$ cat src/rtl/pic_inta_sequencer.sv
// -----------------------------------------------------------------------------
// pic_inta_sequencer
//
// Interrupt-acknowledge sequencer for an 8-level, fixed-priority interrupt
// controller. IR0 has the highest priority and IR7 the lowest. The block does
// four things:
//   - picks the highest-priority pending request. A request is eligible only
//     when it is unmasked and has strictly higher priority than everything
//     currently in service (fully nested).
//   - raises int_out to the CPU.
//   - runs the two-pulse INTA handshake: the first pulse latches the level,
//     the second pulse drives the vector.
//   - maintains the in-service register, including automatic, non-specific
//     and specific EOI.
//
// Ports
//   clk          in   1  rising-edge clock
//   rst_n        in   1  asynchronous active-low reset
//   irr          in   8  pending requests (bit n = IRn)
//   imr          in   8  mask (bit n = 1 masks IRn)
//   vec_base     in   5  vector bits T7..T3
//   aeoi         in   1  automatic EOI mode
//   inta_n       in   1  CPU acknowledge strobe, active-low, sampled on clk
//   eoi_req      in   1  one-cycle EOI command
//   eoi_specific in   1  1 = specific EOI, 0 = non-specific
//   eoi_level    in   3  level cleared by a specific EOI
//   int_out      out  1  interrupt request to CPU (registered)
//   isr          out  8  in-service register
//   irr_clr      out  1  one-cycle pulse: clear irr[irr_clr_idx]
//   irr_clr_idx  out  3  level to clear; held until the next acknowledge
//   data_out     out  8  vector byte {vec_base, level}
//   data_oe      out  1  data_out valid / bus drive enable
//   state_dbg    out  3  current sequencer state (observation only)
//
// Handshake: data_oe acts as a valid flag for data_out. It rises on the edge
// that samples the second falling edge of inta_n. It stays high for as long
// as inta_n is sampled low. It drops on the edge that samples inta_n high
// again. There is no ready: the CPU's strobe alone paces the transfer.
// -----------------------------------------------------------------------------
module pic_inta_sequencer (
  input  logic       clk,
  input  logic       rst_n,
  input  logic [7:0] irr,
  input  logic [7:0] imr,
  input  logic [4:0] vec_base,
  input  logic       aeoi,
  input  logic       inta_n,
  input  logic       eoi_req,
  input  logic       eoi_specific,
  input  logic [2:0] eoi_level,
  output logic       int_out,
  output logic [7:0] isr,
  output logic       irr_clr,
  output logic [2:0] irr_clr_idx,
  output logic [7:0] data_out,
  output logic       data_oe,
  output logic [2:0] state_dbg
);

  typedef enum logic [2:0] {
    S_IDLE  = 3'd0,
    S_PEND  = 3'd1,
    S_ACK1  = 3'd2,
    S_WAIT2 = 3'd3,
    S_ACK2  = 3'd4
  } state_e;

  state_e     state_q, state_d;
  logic       inta_prev_q;
  logic [2:0] lvl_q, lvl_d;
  logic       spur_q, spur_d;
  logic [7:0] isr_q, isr_d;
  logic       int_out_q, int_out_d;
  logic       irr_clr_q, irr_clr_d;
  logic [2:0] irr_clr_idx_q, irr_clr_idx_d;
  logic [7:0] data_out_q, data_out_d;
  logic       data_oe_q, data_oe_d;

  logic       inta_fall, inta_rise;
  logic [7:0] isr_top, allow, eligible;
  logic       any_elig;
  logic [2:0] res_lvl;
  logic       take_ack, finish_ack;
  logic [7:0] isr_work;

  assign inta_fall = inta_prev_q & ~inta_n;
  assign inta_rise = ~inta_prev_q & inta_n;

  // isr_top isolates the lowest-index (highest-priority) in-service bit.
  // Subtracting one from it gives every strictly higher-priority level.
  assign isr_top  = isr_q & (~isr_q + 8'd1);
  assign allow    = (isr_q == 8'd0) ? 8'hFF : (isr_top - 8'd1);
  assign eligible = irr & ~imr & allow;
  assign any_elig = |eligible;

  // Scan from IR7 down to IR0 so that the last hit, IR0-most, wins.
  always_comb begin
    res_lvl = 3'd7;
    for (int i = 7; i >= 0; i--) begin
      if (eligible[i]) res_lvl = 3'(i);
    end
  end

  assign take_ack   = (state_q == S_PEND) && inta_fall;
  assign finish_ack = (state_q == S_ACK2) && inta_rise;

  // State register plus all registered outputs.
  always_ff @(posedge clk or negedge rst_n) begin
    if (!rst_n) begin
      state_q       <= S_IDLE;
      inta_prev_q   <= 1'b1;
      lvl_q         <= 3'd0;
      spur_q        <= 1'b0;
      isr_q         <= 8'd0;
      int_out_q     <= 1'b0;
      irr_clr_q     <= 1'b0;
      irr_clr_idx_q <= 3'd0;
      data_out_q    <= 8'd0;
      data_oe_q     <= 1'b0;
    end else begin
      state_q       <= state_d;
      inta_prev_q   <= inta_n;
      lvl_q         <= lvl_d;
      spur_q        <= spur_d;
      isr_q         <= isr_d;
      int_out_q     <= int_out_d;
      irr_clr_q     <= irr_clr_d;
      irr_clr_idx_q <= irr_clr_idx_d;
      data_out_q    <= data_out_d;
      data_oe_q     <= data_oe_d;
    end
  end

  // Next-state logic. In PEND a falling edge of inta_n wins over a vanishing
  // request: once the CPU has started to acknowledge, the cycle must finish,
  // even if it finishes with the spurious vector.
  always_comb begin
    state_d = state_q;
    unique case (state_q)
      S_IDLE:  if (any_elig)       state_d = S_PEND;
      S_PEND:  if (inta_fall)      state_d = S_ACK1;
               else if (!any_elig) state_d = S_IDLE;
      S_ACK1:  if (inta_rise)      state_d = S_WAIT2;
      S_WAIT2: if (inta_fall)      state_d = S_ACK2;
      S_ACK2:  if (inta_rise)      state_d = S_IDLE;
      default:                     state_d = S_IDLE;
    endcase
  end

  // Output / datapath next values.
  always_comb begin
    lvl_d         = lvl_q;
    spur_d        = spur_q;
    irr_clr_d     = 1'b0;
    irr_clr_idx_d = irr_clr_idx_q;
    isr_work      = isr_q;

    if (take_ack) begin
      spur_d = ~any_elig;
      lvl_d  = any_elig ? res_lvl : 3'd7;
      if (any_elig) begin
        isr_work[res_lvl] = 1'b1;
        irr_clr_d         = 1'b1;
        irr_clr_idx_d     = res_lvl;
      end
    end

    if (finish_ack && aeoi && !spur_q) begin
      isr_work[lvl_q] = 1'b0;
    end

    // EOI acts on the value after this edge's set/auto-clear.
    if (eoi_req) begin
      if (eoi_specific) begin
        isr_work[eoi_level] = 1'b0;
      end else begin
        isr_work = isr_work & ~(isr_work & (~isr_work + 8'd1));
      end
    end
    isr_d = isr_work;

    int_out_d  = (state_d == S_PEND);
    data_oe_d  = (state_d == S_ACK2);
    data_out_d = data_oe_d ? {vec_base, lvl_d} : 8'd0;
  end

  assign int_out     = int_out_q;
  assign isr         = isr_q;
  assign irr_clr     = irr_clr_q;
  assign irr_clr_idx = irr_clr_idx_q;
  assign data_out    = data_out_q;
  assign data_oe     = data_oe_q;
  assign state_dbg   = state_q;

endmodule
$ cat config.mk
export PLATFORM = sky130hd
export DESIGN_NAME = pic_inta_sequencer
export DESIGN_NICKNAME = d
export VERILOG_FILES = /design/src/rtl/pic_inta_sequencer.sv
export SDC_FILE = /design/constraint.sdc
export NUM_CORES = 1
export LEC_CHECK = 0
export CAP_MARGIN = 25
export CORE_ASPECT_RATIO = 1.75
export CORE_MARGIN = 3
export CORE_UTILIZATION = 45
export DETAILED_ROUTE_END_ITERATION = 6
export PLACE_DENSITY = 0.8
export SLEW_MARGIN = 20
export SYNTH_ARGS = -nofsm -noshare
export SYNTH_HDL_FRONTEND = slang
export SYNTH_SLANG_ARGS = --single-unit
export TNS_END_PERCENT = 5
$ cat constraint.sdc
create_clock -name clk -period 3 [get_ports clk]
set_clock_uncertainty 0.05 [all_clocks]
set_input_delay 0.6 -clock clk [delete_from_list [all_inputs] [get_ports clk]]
set_output_delay 0.6 -clock clk [all_outputs]
set_load 0.02 [all_outputs]
==> results of run 1 <==
==> Yosys cell counts, drive strengths merged, types with 2 or more instances <==
master / number / share of area
nor2: 8 / 0.019
a21boi: 2 / 0.0094
mux2: 2 / 0.014
inv: 8 / 0.019
a31oi: 2 / 0.0078
nor4: 3 / 0.012
nand2: 14 / 0.033
nand4: 3 / 0.012
nor2b: 3 / 0.012
o21ai: 7 / 0.022
nor3: 4 / 0.019
nand3b: 3 / 0.014
a21oi: 9 / 0.028
nor4b: 2 / 0.015
dfrtp: 29 / 0.45
nand3: 4 / 0.012
a211oi: 3 / 0.014
and2: 9 / 0.035
and3b: 2 / 0.011
nand2b: 10 / 0.039
or3b: 2 / 0.011
clkbuf: 3 / 0.0070
o21bai: 2 / 0.0094
==> state kept, by name, summed over array words and instances (netlist names) <==
| signal | cells |
|---|---|
| state_dbg | 3 |
| inta_prev_q | 1 |
| irr_clr | 1 |
| int_out | 1 |
| irr_clr_idx | 3 |
| isr | 8 |
| lvl_q | 3 |
| data_oe | 1 |
| spur_q | 1 |
| data_out | 8 |
==> logic make-up (layout without fill, tap and decap cells) <==
family / after synthesis / count (layout) / share of synthesized area
compound gates: 45 / 45 / 0.210
buf+inv: 11 / 72 / 0.0257
xor+xnor: 1 / 1 / 0.00546
flops: 30 / 30 / 0.468
simple gates: 72 / 72 / 0.276
mux: 2 / 2 / 0.0140
==> cells in the final DEF, fill, tap and decap left out, drive strengths merged, types with 2 or more instances in the layout <==
master	instances
a211oi	3
a21boi	2
a21oi	9
a31oi	2
and2	9
and3b	2
buf	2
bufinv	2
clkbuf	6
clkdlybuf4s50	54
dfrtp	29
inv	8
mux2	2
nand2	14
nand2b	10
nand3	4
nand3b	3
nand4	3
nor2	8
nor2b	3
nor3	4
nor4	3
nor4b	2
o21ai	7
o21bai	2
or3b	2
==> path summary, 6_finish.rpt <==
path,start,end,slack [ns],depth (start not counted)
max,aeoi,isr[7],0.36,7
min,irr_clr_idx[0],irr_clr_idx[0],0.46,1
max reg2reg,state_dbg[0],isr[7],0.66,6
min reg2reg,irr_clr_idx[0],irr_clr_idx[0],0.46,1
max in group asynchronous,rst_n,inta_prev_q,1.93,2
min in group asynchronous,rst_n,isr[5],0.65,2
==> per-layer routing <==
layer	vias up	wire, um	share of wire
met5	-	0	0
met4	0	106	0.026
met3	11	230	0.057
met2	52	2170	0.54
met1	687	1520	0.38
li1	719	-	-
==> layout make-up <==
type / count / area, sq um / area share
multi-input cells: 120 / 812 / 0.346
inverters: 8 / 30.0 / 0.0128
flip-flops and latches: 30 / 752 / 0.320
well taps: 45 / 56.3 / 0.0240
clock buffers: 6 / 82.6 / 0.0352
clock inverters: 2 / 60.1 / 0.0256
repair buffers: 56 / 556 / 0.237
==> per-stage QoR <==
step | worst slack, ns | area (sq um) | instances | power [uW]
after floorplan | 0.677 | 1610 | 161 | 923
after global placement | 0.123 | 2210 | 259 | 1180
after detailed placement | 0.0583 | 2210 | 259 | 1200
after CTS | 0.360 | 2350 | 267 | 1700
after global routing | 0.159 | 2350 | 267 | 1790
final | 0.359 | 2350 | 267 | 1690
==> report_power, final <==
part,internal (uW),total (uW),switching (uW)
Sequential,499,592,92.6
Clock,354,505,151
Combinational,287,596,309
==> impl_results.md, run 1 <==
- Outcome: complete, no violations
- Largest net degree at the start of global routing: 31
- Summed instance area of the synthesized netlist: about 1600 sq um
- Final standard cell utilization of the core: 0.691
- Worst EP required: about 3.1 ns
- Total Routing Usage GR: 0.206
- Final Net Count: roughly 250
- Most crowded layer after global routing: met2
- Count of final max-slew check failures: 0
- Worst path top cell family by delay: compound AO/OA/AOI/OAI gates
- Deepest level of the CTS H-tree: 2
- Number of port buffers: 54
- Worst relative slew slack: 0.680
- Number of cells produced by synthesis: ~160
- Area of the core: about 3400 sq um
- Drt first-iter violations: 48
- Setup repair after global routing missed its margin: false
- Met3 track demand over resource: 0.0598
- Count of flip-flops with a built-in enable after synthesis: 0
- Effective utilization at floorplan: 0.472
- Number of setup violations in the final report: 0
- Type of the worst setup path: primary input to flop
- Clock transition at the registers of the reported paths: 0.07 ns
- Transition time of the tightest slew-check pin: roughly 0.47 ns
- Routed wire length: between 4000 and 5000 um
- Placer Congestion: 0.945
- Vertical die dimension: between 80 and 90 um
- Period Utilization, post-route: 0.880
- Number of unique standard cell types used by synthesis: between 50 and 60
- Wire length of the first global-routing pass: around 6800 um
- CTS-repair resized insts: 0
- Post-synthesis async set-or-reset flop share: 1.00
- Overall overflow remaining after global route: 0
- Post-CTS setup-driven buffer insertion count: 0
- Pleak: 0.000998 uW
- Share of final-layout standard cells stronger than drive strength 1: 0.0946
- CTS tree: done
- Hpwl dp: 3200 um
- Detailed-route wire length per cell: 15.1 um
- Arrival time reported for the critical path endpoint: 2.76 ns
- Maximum achievable frequency: roughly 380 MHz
- Buffer and inverter count on the worst path: 1
- Crit-path max cell delay: between 0.4 and 0.5 ns
- Post-route minimum period: about 2.6 ns
- Sequential cell area fraction in the yosys report: 0.468
- CTS Buffer Depth: 2
- M2 GR Usage: 0.349
- Vias in the first global route: ~1500
- Number of DRC violations after detailed routing: 0
- Area delta synth->final: 46.3%
- CTS root buf: sky130_fd_sc_hd__clkbuf_8
- PwrDens: slightly above 700 nW/um^2
- Pre-Repair DR Iteration Count: 4
- Yosys Warn Count: 0
- Via-per-instance ratio: about 5.5
- Number of CTS-inserted buffers: 5
- Max IR drop VDD: around 0.48 mV
- Die area: around 4300 sq um
- Number of antenna violations at the first check in global routing: 0
- Max FO, Critical Path: 3
- Total vias in the final route: between 1000 and 1500
- Clk sinks: 30
- Startpoint type of the worst setup path: primary input
- Count of pins on the block boundary: 55
- Slowest cell on crit path: sky130_fd_sc_hd__or4b_4
- # Max-Cap Violations: 0
- Placement row count: 28
- Worst hold path class: flop to flop
- Number of hold violations in the final report: 0
- Total of fill cells in the finished design: about 280
- Prevailing post-synth register cell: sky130_fd_sc_hd__dfrtp_1
- Insertion delay to the later sink of the worst-skew pair: approximately 0.28 ns
- Setup TNS: 0 ns
- Endpoint class of the critical path: flop
- Antenna diode instance count: 0
- Cell-by-cell trace of the critical path: clkdlybuf4s50_1 -> or4b_4 -> nor4_1 -> o21bai_1 -> a21oi_1 -> o211ai_2 -> o31a_1
- Register bit count reported by yosys: 30
- Floorplan die width: roughly 51 um
- Post-detailed-route count of antenna-violating nets: 0
- Net count of the mapped netlist: between 150 and 200
- Hold bufs inserted after CTS: 0
- Mean area per synthesized cell: 9.97 sq um
- Post-Route Hold Slack: around 0.46 ns
- GR Layer Usage met1: 0.220
(Power assumes the default switching activity.)
==> run 2: changes to the inputs <==
--- a/config.mk
+++ b/config.mk
@@ -6,8 +6,8 @@
 export NUM_CORES = 1
 export LEC_CHECK = 0
 export CAP_MARGIN = 25
-export CORE_ASPECT_RATIO = 1.75
-export CORE_MARGIN = 3
+export CORE_ASPECT_RATIO = 1.25
+export CORE_MARGIN = 10
 export CORE_UTILIZATION = 45
 export DETAILED_ROUTE_END_ITERATION = 6
 export PLACE_DENSITY = 0.8
==> run 2 against run 1 <==
Compared with the run above:
- first-iteration DRC count is 100% higher
- register-to-register slack better by 0.02 ns
- via count up 3.9%
- sequential power about the same
- critical endpoint unchanged
- largest cell class unchanged
- largest power group unchanged
==> impl_results.md, run 2 (synthesis results as in run 1) <==
- Outcome: complete, no violations
- Total Routing Usage GR: 0.151
- Count of final max-slew check failures: 0
- Met3 track demand over resource: 0.0538
- Largest net degree at the start of global routing: 19
- Via-per-instance ratio: approximately 5.8
- Hold depth: 1
- Most common cell after layout, fill and taps aside: sky130_fd_sc_hd__clkdlybuf4s50_1
- Part of the total power dissipated in combinational logic: 0.395
- Setup TNS: 0 ns
- Share of final-layout standard cells stronger than drive strength 1: 0.0942
- Drt first-iter violations: 97
- M2 GR Usage: 0.255
- # Max-Cap Violations: 0
- Final Net Count: 252
- Setup slack of the critical path after layout: around 0.41 ns
- Area delta synth->final: 43.1%
- Overall overflow remaining after global route: 0
- Clk sinks: 30
- Wire length of the first global-routing pass: roughly 7600 um
- Total of fill cells in the finished design: around 270
- Transition time of the tightest slew-check pin: between 0.5 and 0.6 ns
- Number of hold violations in the final report: 0
- Post-CTS setup-driven buffer insertion count: 0
- Endpoint class of the critical path: flop
- Deepest level of the CTS H-tree: 2
- Post-Place Worst Slack: between 0.1 and 0.15 ns
- Number of antenna violations at the first check in global routing: 0
- Effective utilization at floorplan: 0.465
- Vertical die dimension: between 80 and 90 um
- Placer Congestion: around 0.9
- Worst relative slew slack: 0.641
- Relative contribution of the clock network to total power: 0.217
- Clock transition at the registers of the reported paths: 0.06 ns
- Routed wire length: approximately 4600 um
- Antenna diode instance count: 0
- Type of the worst setup path: primary input to flop
- Startpoint type of the worst setup path: primary input
- Detailed-route wire length per cell: roughly 18 um
- Pleak: between 0.0009 and 0.001 uW
- Die area: 6370 sq um
- Reg power frac: 0.387
- PwrDens: 669 nW/um^2
- Worst EP required: 3.12 ns
- Most crowded layer after global routing: met2
- Number of port buffers: 54
- Placement row count: 24
- CTS Buffer Depth: 2
- Pre-Repair DR Iteration Count: 4
- Worst hold path class: flop to flop
- Maximum achievable frequency: about 390 MHz
- CTS-repair resized insts: 0
- FF-to-FF path depth: 6
- GR Layer Usage met1: 0.165
- Insertion delay to the later sink of the worst-skew pair: 0.28 ns
- Hold bufs inserted after CTS: 0
- Vias in the first global route: around 1600
- Setup repair after global routing missed its margin: false
- Arrival time reported for the critical path endpoint: approximately 2.7 ns
- Number of setup violations in the final report: 0
- Switching power: roughly 560 uW
- Commonest cells after routing, fill and taps aside: sky130_fd_sc_hd__clkdlybuf4s50_1, sky130_fd_sc_hd__dfrtp_1, sky130_fd_sc_hd__nand2_1, sky130_fd_sc_hd__nand2b_1
- Number of DRC violations after detailed routing: 0
- Floorplan die width: 73.4 um
- Hpwl dp: 3760 um
- CTS tree: done
- Post-Route Hold Slack: between 0.4 and 0.5 ns
- Count of pins on the block boundary: between 50 and 60
- Number of CTS-inserted buffers: 5
- Internal power component: 973 uW
- Switching fraction of total power: 0.367
- Area of the core: approximately 3500 sq um
- Max FO, Critical Path: 3
- Post-detailed-route count of antenna-violating nets: 0
- Max IR drop VDD: 0.452 mV
- CTS root buf: sky130_fd_sc_hd__clkbuf_8
- Period Utilization, post-route: 0.865
- Post-route minimum period: between 2 and 3 ns
- Total vias in the final route: 1526
run 2: worst max-delay path: stages:
cell	delay, ns
sky130_fd_sc_hd__clkdlybuf4s50_1	0.47
sky130_fd_sc_hd__or4b_4	0.49
sky130_fd_sc_hd__nor2_1	0.15
sky130_fd_sc_hd__nand3_1	0.11
sky130_fd_sc_hd__a221oi_1	0.41
sky130_fd_sc_hd__o211ai_2	0.18
sky130_fd_sc_hd__o31a_1	0.30
run 2: metrics by stage:
step / instance area, sq um / cells / util / total power [uW]
CTS: 2300 / 262 / 0.665 / 1550
global route: 2300 / 262 / 0.665 / 1630
floorplan: 1610 / 161 / - / 923
finish: 2300 / 262 / 0.665 / 1540
detailed placement: 2210 / 254 / 0.639 / 1210
global placement: 2210 / 254 / 0.639 / 1190
run 2: final timing paths:
kind,slack (ns),to,startpoint
worst min-delay path,0.47,irr_clr_idx[1],irr_clr_idx[1]
worst max register to register,0.68,isr[7],state_dbg[0]
min in group asynchronous,0.62,data_oe,rst_n
worst max-delay path,0.41,isr[7],aeoi
max in group asynchronous,1.62,data_out[1],rst_n
worst min register to register,0.47,irr_clr_idx[1],irr_clr_idx[1]
run 2: power groups by stage:
stage / Clock, uW / Sequential, uW / Combinational, uW
floorplan: 0 / 665 / 258
global placement: 0 / 593 / 598
detailed placement: 0 / 600 / 610
CTS: 340 / 594 / 612
global route: 360 / 613 / 657
finish: 334 / 595 / 607
run 2: final cells by class:
type                       count  area, sq um  area share
sequential                    30          752       0.327
timing repair buffer          57          563       0.245
tap                           39         48.8      0.0212
inverter                       8         30.0      0.0131
multi-input combinational    120          812       0.353
clock buffer                   7         86.3      0.0376
clock inverter                 1         5.00     0.00218
run 2: routing by layer:
metal	part of all wire	vias up
met5	0	-
met4	0.013	0
met3	0.080	9
met2	0.53	52
met1	0.38	739
li1	-	726
==> run 3: changes to the inputs <==
==> constraint.sdc (replaced) <==
create_clock -name clk -period 3 [get_ports clk]
set_clock_uncertainty 0.05 [all_clocks]
set_input_delay 0.6 -clock clk [delete_from_list [all_inputs] [get_ports clk]]
set_output_delay 0.6 -clock clk [all_outputs]
set_load 0.01 [all_outputs]
==> results of run 3 <==
The final DEF is identical to that of run 2. Status: complete, no violations.
Among the figures that moved: total power 1540 uW -> 1480 uW; worst IR drop on VDD 0.452 mV -> 0.428 mV
==> edit, RTL diff (flow settings as in run 3) <==
Register the input `imr` before use, without a reset. The logic sees it one clock later. The other inputs are not delayed to match.
--- a/src/rtl/pic_inta_sequencer.sv
+++ b/src/rtl/pic_inta_sequencer.sv
@@ -65,6 +65,12 @@
     S_ACK2  = 3'd4
   } state_e;
 
+  logic [7:0] imr_q;
+
+  always_ff @(posedge clk) begin
+    imr_q <= imr;
+  end
+
   state_e     state_q, state_d;
   logic       inta_prev_q;
   logic [2:0] lvl_q, lvl_d;
@@ -90,7 +96,7 @@
   // Subtracting one from it gives every strictly higher-priority level.
   assign isr_top  = isr_q & (~isr_q + 8'd1);
   assign allow    = (isr_q == 8'd0) ? 8'hFF : (isr_top - 8'd1);
-  assign eligible = irr & ~imr & allow;
+  assign eligible = irr & ~imr_q & allow;
   assign any_elig = |eligible;
 
   // Scan from IR7 down to IR0 so that the last hit, IR0-most, wins.
Behaviour: not the same (a bounded check fails within 4 cycles, from zero or initial values and one cycle with rst_n low).
==> edit against run 3 <==
  * Cell area is 14% higher
  * Synthesized area grew 15%
  * Sequential cell count rose by 8
  * Count of clock-buffer cells in the layout fell by 2
  * Routed wire length is 2.3% higher
  * Total power is 25% higher
  * Worst setup slack improved by 0.018 ns
  * Final cell count up 16%
==> edit: results <==
export IMPL_outcome="finished clean"
export IMPL_syn_area_per_cell_um2=10.0
export IMPL_clock_power_mw=0.515
export IMPL_n_antenna_cell=0
export IMPL_peakVddDrop_mv=0.312
export IMPL_yosys_top_cells_area="dfrtp_1 (39%), dfxtp_1 (8.7%), nor2b_1 (3.7%)"
export IMPL_cpLargestDelayFamily="simple AND/OR/NAND/NOR gates"
export IMPL_holdWs_ns=0.433
export IMPL_min_period_ns=2.58
export IMPL_clkTransAtPathRegs_ns=0.08
export IMPL_synth_distinct_cells=55
export IMPL_fin_nets=278
export IMPL_seq_power_mw=0.718
export IMPL_synth_common_cells="dfrtp_1 (29), nand2_1 (13), nor2_1 (11), nor2b_1 (11), inv_1 (10)"
export IMPL_viasPerCell=5.51
export IMPL_place_gp_congestion=0.946
export IMPL_worstPathArrival_ns=2.74
export IMPL_dp_cells=297
export IMPL_drt_initial_drc_count=91
export IMPL_pre_cts_ws_ns=0.132
export IMPL_routed_wl_um=4700
export IMPL_async_flop_share_pct=78.9
export IMPL_grt_max_degree=31
export IMPL_synth_fp_nets=215
export IMPL_grt_pass1_vias=1696
export IMPL_post_synth_top_area_fraction_pct=39.2
export IMPL_rrSetupSlack_ns=0.62
export IMPL_p_comb_mw=0.614
export IMPL_worst_slew_pin_slew_ns=0.683
export IMPL_track_usage_pct=13.6
export IMPL_yosysSeqAreaShare_pct=49.3
export IMPL_p_leak_nw=1.07
export IMPL_grt_pass1_wl_um=8050
## edit: path summary, 6_finish.rpt
kind	from	end	cells past startpoint
max in group asynchronous	rst_n	inta_prev_q$_DFF_PN1_	2
worst max register to register	isr[1]$_DFF_PN0_	irr_clr_idx[1]$_DFFE_PN0P_	6
worst max-delay path	irr[5]	isr[7]$_DFF_PN0_	7
min in group asynchronous	rst_n	state_dbg[0]$_DFF_PN0_	2
worst min register to register	spur_q$_DFFE_PN0P_	spur_q$_DFFE_PN0P_	2
worst min-delay path	spur_q$_DFFE_PN0P_	spur_q$_DFFE_PN0P_	2
## edit: metal layers
| metal | GRT usage [%] | part of all wire [%] | up-vias |
|---|---|---|---|
| met2 | 24.9 | 54 | 64 |
| met3 | 3.22 | 5.7 | 4 |
| met5 | 0 | 0 | - |
| li1 | - | - | 801 |
| met4 | 5.18 | 1.2 | 0 |
| met1 | 14.6 | 39 | 813 |
## edit: layout make-up
| type | instances | area (um^2) |
|---|---|---|
| flip-flops and latches | 38 | 912 |
| clock buffers | 5 | 68.8 |
| clock inverters | 3 | 68.8 |
| well taps | 56 | 70.1 |
| repair buffers | 61 | 593 |
| inverters | 10 | 37.5 |
| fillers | 341 | 1410 |
| multi-input cells | 132 | 876 |
## edit: kinds of logic (layout without fill, tap and decap cells)
| family | after synthesis | in the layout | synth area share [%] |
|---|---|---|---|
| xor gates and xnor gates | 1 | 1 | 0.474 |
| AOI/OAI and AO/OA | 44 | 44 | 18.3 |
| and+or+nand+nor | 84 | 84 | 26.9 |
| buffers and inverters | 15 | 79 | 3.32 |
| DFF | 38 | 38 | 49.3 |
| muxes | 3 | 3 | 1.69 |
